## src/rtl/tick_sum_pkg.sv

```systemverilog
// Shared types, constants and width helper for the tick_sum receiver.
package tick_sum_pkg;

   typedef logic [1:0] state_t;

   localparam state_t StIdle  = 2'd0;
   localparam state_t StAccum = 2'd1;
   localparam state_t StEmit  = 2'd2;

   localparam int unsigned FRAME_CNT_W = 16;

   // One guard bit above the worst-case COUNT * (2^WIDTH - 1) sum.
   function automatic int unsigned sum_width(input int unsigned width, input int unsigned count);
      return width + $clog2(count) + 1;
   endfunction

endpackage

```

## src/rtl/tick_sum_acc.sv

```systemverilog
// Frame accumulator and sample index with clear/load/add controls.
module tick_sum_acc
   import tick_sum_pkg::*;
#(
   parameter int unsigned WIDTH = 8,
   parameter int unsigned COUNT = 2,
   localparam int unsigned SUM_WIDTH = sum_width(WIDTH, COUNT),
   localparam int unsigned IDX_W = $clog2(COUNT + 1)
) (
   input  logic                 clock,
   input  logic                 rst_n,
   input  logic                 clear,
   input  logic                 load,
   input  logic                 add,
   input  logic [WIDTH-1:0]     data,
   output logic [IDX_W-1:0]     idx,
   output logic [SUM_WIDTH-1:0] sum_next
);

   logic [SUM_WIDTH-1:0] acc_q;
   logic [IDX_W-1:0]     idx_q;
   logic [SUM_WIDTH-1:0] data_ext;

   assign data_ext = {{(SUM_WIDTH - WIDTH){1'b0}}, data};
   // Value the accumulator takes on this edge; the top registers it as the frame sum.
   assign sum_next = load ? data_ext : acc_q + data_ext;
   assign idx      = idx_q;

   always_ff @(posedge clock or negedge rst_n) begin
      if (!rst_n) begin
         acc_q <= '0;
         idx_q <= '0;
      end else if (clear) begin
         acc_q <= '0;
         idx_q <= '0;
      end else if (load) begin
         acc_q <= sum_next;
         idx_q <= IDX_W'(1);
      end else if (add) begin
         acc_q <= sum_next;
         idx_q <= idx_q + IDX_W'(1);
      end
   end

endmodule

```

## src/rtl/tick_sum_receiver.sv

```systemverilog
// Groups COUNT samples into frames and emits one registered sum per frame.
// Optional clamp of the sum to 2^WIDTH-1 when TICK_SUM_SATURATE_EN is defined.
module tick_sum_receiver
   import tick_sum_pkg::*;
#(
   parameter int unsigned WIDTH = 8,
   parameter int unsigned COUNT = 2,
   localparam int unsigned SUM_WIDTH = sum_width(WIDTH, COUNT)
) (
   input  logic                   clock,
   input  logic                   rst_n,
   input  logic                   flush,
   input  logic                   in_valid,
   input  logic [WIDTH-1:0]       in_data,
   output logic                   in_ready,
   output logic                   out_valid,
   output logic [SUM_WIDTH-1:0]   out_sum,
   output logic                   out_sat,
   input  logic                   out_ready,
   output logic [FRAME_CNT_W-1:0] frame_cnt
);

   localparam int unsigned IDX_W = $clog2(COUNT + 1);
   localparam logic [IDX_W-1:0] LAST_IDX = IDX_W'(COUNT - 1);

   state_t                 state_q, state_d;
   logic                   alive_q;
   logic                   out_valid_q, out_valid_d;
   logic [SUM_WIDTH-1:0]   out_sum_q, out_sum_d;
   logic [FRAME_CNT_W-1:0] frame_cnt_q, frame_cnt_d;
   logic                   acc_clear, acc_load, acc_add, emit_load, accept;
   logic [IDX_W-1:0]       idx;
   logic [SUM_WIDTH-1:0]   sum_next, emit_sum;

   tick_sum_acc #(
      .WIDTH (WIDTH),
      .COUNT (COUNT)
   ) u_acc (
      .clock    (clock),
      .rst_n    (rst_n),
      .clear    (acc_clear),
      .load     (acc_load),
      .add      (acc_add),
      .data     (in_data),
      .idx      (idx),
      .sum_next (sum_next)
   );

   // alive_q keeps in_ready low until the first edge after reset release.
   assign in_ready = alive_q && (state_q != StEmit);
   assign accept   = in_valid && in_ready;

`ifdef TICK_SUM_SATURATE_EN
   localparam logic [SUM_WIDTH-1:0] SAT_MAX = {{(SUM_WIDTH - WIDTH){1'b0}}, {WIDTH{1'b1}}};
   logic emit_sat;
   logic out_sat_q;

   assign emit_sat = (sum_next > SAT_MAX);
   assign emit_sum = emit_sat ? SAT_MAX : sum_next;

   always_ff @(posedge clock or negedge rst_n) begin
      if (!rst_n) begin
         out_sat_q <= 1'b0;
      end else if (flush || (state_q == StEmit && out_ready)) begin
         out_sat_q <= 1'b0;
      end else if (emit_load) begin
         out_sat_q <= emit_sat;
      end
   end

   assign out_sat = out_sat_q;
`else
   assign emit_sum = sum_next;
   assign out_sat  = 1'b0;
`endif

   always_comb begin
      state_d     = state_q;
      out_valid_d = out_valid_q;
      out_sum_d   = out_sum_q;
      frame_cnt_d = frame_cnt_q;
      acc_clear   = 1'b0;
      acc_load    = 1'b0;
      acc_add     = 1'b0;
      emit_load   = 1'b0;
      if (flush) begin
         state_d     = StIdle;
         out_valid_d = 1'b0;
         acc_clear   = 1'b1;
      end else begin
         case (state_q)
            StIdle: begin
               if (accept) begin
                  acc_load = 1'b1;
                  if (COUNT == 1) emit_load = 1'b1;
                  else            state_d   = StAccum;
               end
            end
            StAccum: begin
               if (accept) begin
                  acc_add = 1'b1;
                  if (idx == LAST_IDX) emit_load = 1'b1;
               end
            end
            StEmit: begin
               if (out_ready) begin
                  state_d     = StIdle;
                  out_valid_d = 1'b0;
                  acc_clear   = 1'b1;
                  frame_cnt_d = frame_cnt_q + 16'd1;
               end
            end
            default: state_d = StIdle;
         endcase
         if (emit_load) begin
            state_d     = StEmit;
            out_valid_d = 1'b1;
            out_sum_d   = emit_sum;
         end
      end
   end

   always_ff @(posedge clock or negedge rst_n) begin
      if (!rst_n) begin
         state_q     <= StIdle;
         alive_q     <= 1'b0;
         out_valid_q <= 1'b0;
         out_sum_q   <= '0;
         frame_cnt_q <= '0;
      end else begin
         state_q     <= state_d;
         alive_q     <= 1'b1;
         out_valid_q <= out_valid_d;
         out_sum_q   <= out_sum_d;
         frame_cnt_q <= frame_cnt_d;
      end
   end

   assign out_valid = out_valid_q;
   assign out_sum   = out_sum_q;
   assign frame_cnt = frame_cnt_q;

endmodule

```

## config.mk

```make
export PLATFORM = sky130hd
export DESIGN_NAME = tick_sum_receiver
export DESIGN_NICKNAME = d
export VERILOG_FILES = /design/src/rtl/tick_sum_pkg.sv /design/src/rtl/tick_sum_acc.sv /design/src/rtl/tick_sum_receiver.sv
export SDC_FILE = /design/constraint.sdc
export NUM_CORES = 1
export LEC_CHECK = 0
export CAP_MARGIN = 20
export CORE_MARGIN = 2
export CORE_UTILIZATION = 50
export CTS_CLUSTER_SIZE = 20
export DETAILED_ROUTE_END_ITERATION = 8
export HOLD_SLACK_MARGIN = 0.15
export PLACE_DENSITY = 0.79
export SYNTH_ARGS = -nofsm -noshare
export SYNTH_HDL_FRONTEND = slang
export SYNTH_SLANG_ARGS = --single-unit
```

## constraint.sdc

```tcl
create_clock -name clock -period 2.8 [get_ports clock]
set_input_delay 0.56 -clock clock [delete_from_list [all_inputs] [get_ports clock]]
set_output_delay 0.56 -clock clock [all_outputs]
set_load 0.01 [all_outputs]
```

==> results.toml <==
[outcome]
outcome = "finished, final reports clean"

[floorplan]
io_pins = 42
start_util = 0.515
dieArea_sq_um = 4980
coreArea_sq_um = 4290
die_h_um = 70.5
row_count = 24
die_x_um = 70.5

[timing]
timing.final.hold_violations = 0
setup-violations-final = 0
worst_clock_skew_ns = 0.0102
worst_slack_ns = 0.294
report.final.slew_viol_count = 0
timing.slew.headroom = 0.388
maxClockFrequency_mhz = 399
finalHoldWorstSlack_ns = 0.393
final_min_period_over_clock_period = 0.895
post-route-min-period_ns = 2.51
tns_ns = 0
grt_setup_unrepaired = "false"
max_slew.worst_pin.slew_ns = 0.918

[clocking]
cts.root.buffer_cell = "sky130_fd_sc_hd__clkbuf_8"
holdBufCountCts = 0
post_cts.resized_instances = 0
number_of_buffers_inserted_during_clock_tree_synthesis = 5
clk_pin_slew_worst_paths_ns = 0.08
cts_tree = "built"
htree_levels = 2
clock_network_latency_to_the_later_pin_of_the_worst_skew_pair_ns = 0.30
cts.path.max_buffers = 2
clock_sinks = 42
post-cts-setup-buffer-count = 0

[global_routing]
globalRouteOverflowTotal = 0
number_of_antenna_violations_at_the_first_check_in_global_routing = 0
global_route.usage.met1 = 0.260
vias_in_the_first_global_route = 1689
wire_length_of_the_first_global_routing_pass_mm = 7.61
grt_use_met2 = 0.304
gr-usage-met3 = 0.0299
groute.usage.overall = 0.189
pin_count_of_the_biggest_net_entering_global_routing = 43
grt-busiest-layer = "met2"

[cells_and_area]
num_antenna_cells = 0
final_nets = 290
finish.instance_area_sq_um = 2790
area_growth_syn_to_layout_pct = 25.9
final_cell_count_no_fill = 319
fill_cells = 360
drive_gt1_frac = 0.0936
final_core_utilization = 0.649

[worst_hold_path]
hp-class = "in2async"

[logic_synthesis]
postSynthNetCount = 241
yosysWarnings = 0
synth_compound_area_frac = 0.136
netlist.top_cell.by_area = "sky130_fd_sc_hd__dfrtp_1"
synth_xor_area_frac = 0.0871
synth_edf_count = 0
postSynthCellCount = 217
synthesis.area_per_instance_sq_um = 10.2
synth_flop_cell = "sky130_fd_sc_hd__dfrtp_1"
netlist_top_cells_area = "sky130_fd_sc_hd__dfrtp_1 47%, sky130_fd_sc_hd__ha_1 5.7%, sky130_fd_sc_hd__xnor2_1 5.5%"
synth_seq_cells = 42
post_synth_num_cell_types = 46
post_synth_instance_area_sq_um = 2210
synth_mux_area_frac = 0.0430
synth_largest_type_area_fraction = 0.475
post_synth_fa_ha_maj_area_fraction = 0.0656
synth.yosys.seq_area_share = 0.475
combinational_family_with_the_most_area_after_synthesis = "simple AND/OR/NAND/NOR gates"
async_s_r_ff_share_synth = 1.00
post_synthesis_simple_gate_area_fraction = 0.168

[setup_path]
crit_path_start_kind = "input port"
capturing_element_type_of_the_critical_path = "flip-flop"
timing.critical_path.fanout_max = 3
arrival_ns = 2.72
criticalPathCategory = "in2reg"
worst-endpoint-required_ns = 3.01

[route]
drt.antenna.violating_nets = 0
routed_wire_length_per_instance_um = 13.6
first_pass_iters = 4
post_drt_via_cell_ratio = 5.37
detail_route.wirelength_mm = 4.34
first_iter_violations = 80
dr_total_vias = 1714
drt_drc_violations_left = 0

[power]
seqPwrFrac = 0.513
power.density_nw_per_um2 = 473
vdd_ir_drop_max_uv = 267
power_report.internal_total_mw = 0.957
post-layout-total-power_mw = 1.32
share_clk_of_total_power = 0.293
switchingPower_mw = 0.360
power.switching_fraction = 0.273
cellLeakagePower_nw = 1.28
combinational_power_share = 0.195

[job]
max_cap_violations = 0

[place]
finalWeightedCongestion = 0.834
placement.cell_area_sq_um = 2700
dp_hpwl_mm = 3.15
numPortBuffers = 40
place.detailed.instances = 311
pre_cts_ws_ns = 0.0496
## cell usage in the layout, fill, tap and decap left out, types with 2 or more instances in the layout
cell / synthesis / final
sky130_fd_sc_hd__dfrtp_1: 42 / 42
sky130_fd_sc_hd__clkdlybuf4s50_1: 0 / 39
sky130_fd_sc_hd__nand2_1: 26 / 26
sky130_fd_sc_hd__o21ai_0: 19 / 19
sky130_fd_sc_hd__nor2_1: 15 / 15
sky130_fd_sc_hd__xnor2_1: 14 / 14
sky130_fd_sc_hd__a21oi_1: 10 / 10
sky130_fd_sc_hd__ha_1: 10 / 10
sky130_fd_sc_hd__xor2_1: 8 / 8
sky130_fd_sc_hd__nand3_1: 7 / 7
sky130_fd_sc_hd__buf_4: 1 / 7
sky130_fd_sc_hd__inv_1: 6 / 6
sky130_fd_sc_hd__mux2i_1: 5 / 5
sky130_fd_sc_hd__nor3_1: 5 / 5
sky130_fd_sc_hd__clkbuf_8: 0 / 5
sky130_fd_sc_hd__mux2_2: 4 / 4
sky130_fd_sc_hd__a21o_1: 4 / 4
sky130_fd_sc_hd__a211oi_1: 3 / 3
sky130_fd_sc_hd__o211ai_1: 3 / 3
sky130_fd_sc_hd__and2_1: 2 / 2
sky130_fd_sc_hd__a31oi_1: 2 / 2
sky130_fd_sc_hd__and3_1: 2 / 2
sky130_fd_sc_hd__conb_1: 2 / 2
## power groups by stage
stage	combinational (mW)	clock [mW]	sequential [mW]
floorplan	0.122	0	0.697
global placement	0.254	0	0.687
detailed placement	0.258	0	0.688
CTS	0.260	0.397	0.676
global route	0.288	0.420	0.682
finish	0.256	0.385	0.676
## kinds of logic (layout without fill, tap and decap cells)
family	Yosys count	after routing
other	2	2
adder cells (fa/ha/maj)	11	11
multiplexers	9	9
buffers and inverters	11	61
AND/OR/NAND/NOR	71	71
AO/OA/AOI/OAI	49	49
flip-flops	42	42
XOR/XNOR	22	22
## registers in the layout, indices dropped and copies added, names as in the netlist
name / flops
frame_cnt: 16
out_sum: 10
u_acc.acc_q: 10
state_q: 2
u_acc.idx: 2
alive_q: 1
out_valid: 1
## critical path: stages
cell                              delay (ns)
sky130_fd_sc_hd__clkdlybuf4s50_1        0.43
sky130_fd_sc_hd__ha_1                   0.24
sky130_fd_sc_hd__fa_1                   0.41
sky130_fd_sc_hd__a211oi_1               0.38
sky130_fd_sc_hd__o211ai_1               0.12
sky130_fd_sc_hd__a21oi_1                0.28
sky130_fd_sc_hd__a31oi_1                0.12
sky130_fd_sc_hd__o21ai_0                0.17
## layer usage
layer / up-vias / routed length (um) / share of wire
li1: 856 / - / -
met3: 7 / 163 / 0.038
met4: 0 / 80 / 0.018
met1: 814 / 2050 / 0.47
met2: 37 / 2050 / 0.47
met5: - / 0 / 0
## synthesized netlist by cell type (2+ instances only)
cell type and count:
sky130_fd_sc_hd__a21oi_1 10, sky130_fd_sc_hd__buf_2 3, sky130_fd_sc_hd__mux2i_1 5, sky130_fd_sc_hd__ha_1 10, sky130_fd_sc_hd__nor2_1 15, sky130_fd_sc_hd__mux2_2 4
sky130_fd_sc_hd__a21o_1 4, sky130_fd_sc_hd__nand3_1 7, sky130_fd_sc_hd__nor3_1 5, sky130_fd_sc_hd__and2_1 2, sky130_fd_sc_hd__a211oi_1 3, sky130_fd_sc_hd__xnor2_1 14
sky130_fd_sc_hd__nand2_1 26, sky130_fd_sc_hd__a31oi_1 2, sky130_fd_sc_hd__xor2_1 8, sky130_fd_sc_hd__inv_1 6, sky130_fd_sc_hd__conb_1 2, sky130_fd_sc_hd__o211ai_1 3
sky130_fd_sc_hd__o21ai_0 19, sky130_fd_sc_hd__and3_1 2, sky130_fd_sc_hd__dfrtp_1 42
## path summary, 6_finish.rpt
path                           startpoint        endpoint  slack [ns]  cells past startpoint
max                            in_data[0]  u_acc.acc_q[8]        0.29                      8
min                                 rst_n      out_sum[4]        0.39                      1
max reg2reg                u_acc.acc_q[0]  u_acc.acc_q[8]        0.61                      7
min reg2reg                 frame_cnt[15]   frame_cnt[15]        0.47                      1
max in group asynchronous           rst_n  u_acc.acc_q[7]        1.84                      1
min in group clock          frame_cnt[15]   frame_cnt[15]        0.47                      1
## area by class of cell
cell class,instances,area (sq um),area share
Clock buffer,6,72.6,0.0260
Clock inverter,2,13.8,0.00494
Inverter,6,22.5,0.00808
Multi-Input combinational cell,164,1110,0.400
Sequential cell,42,1050,0.377
Tap cell,52,65.1,0.0233
Timing Repair Buffer,47,448,0.161
No activity file was read; power rests on OpenSTA's default activity.
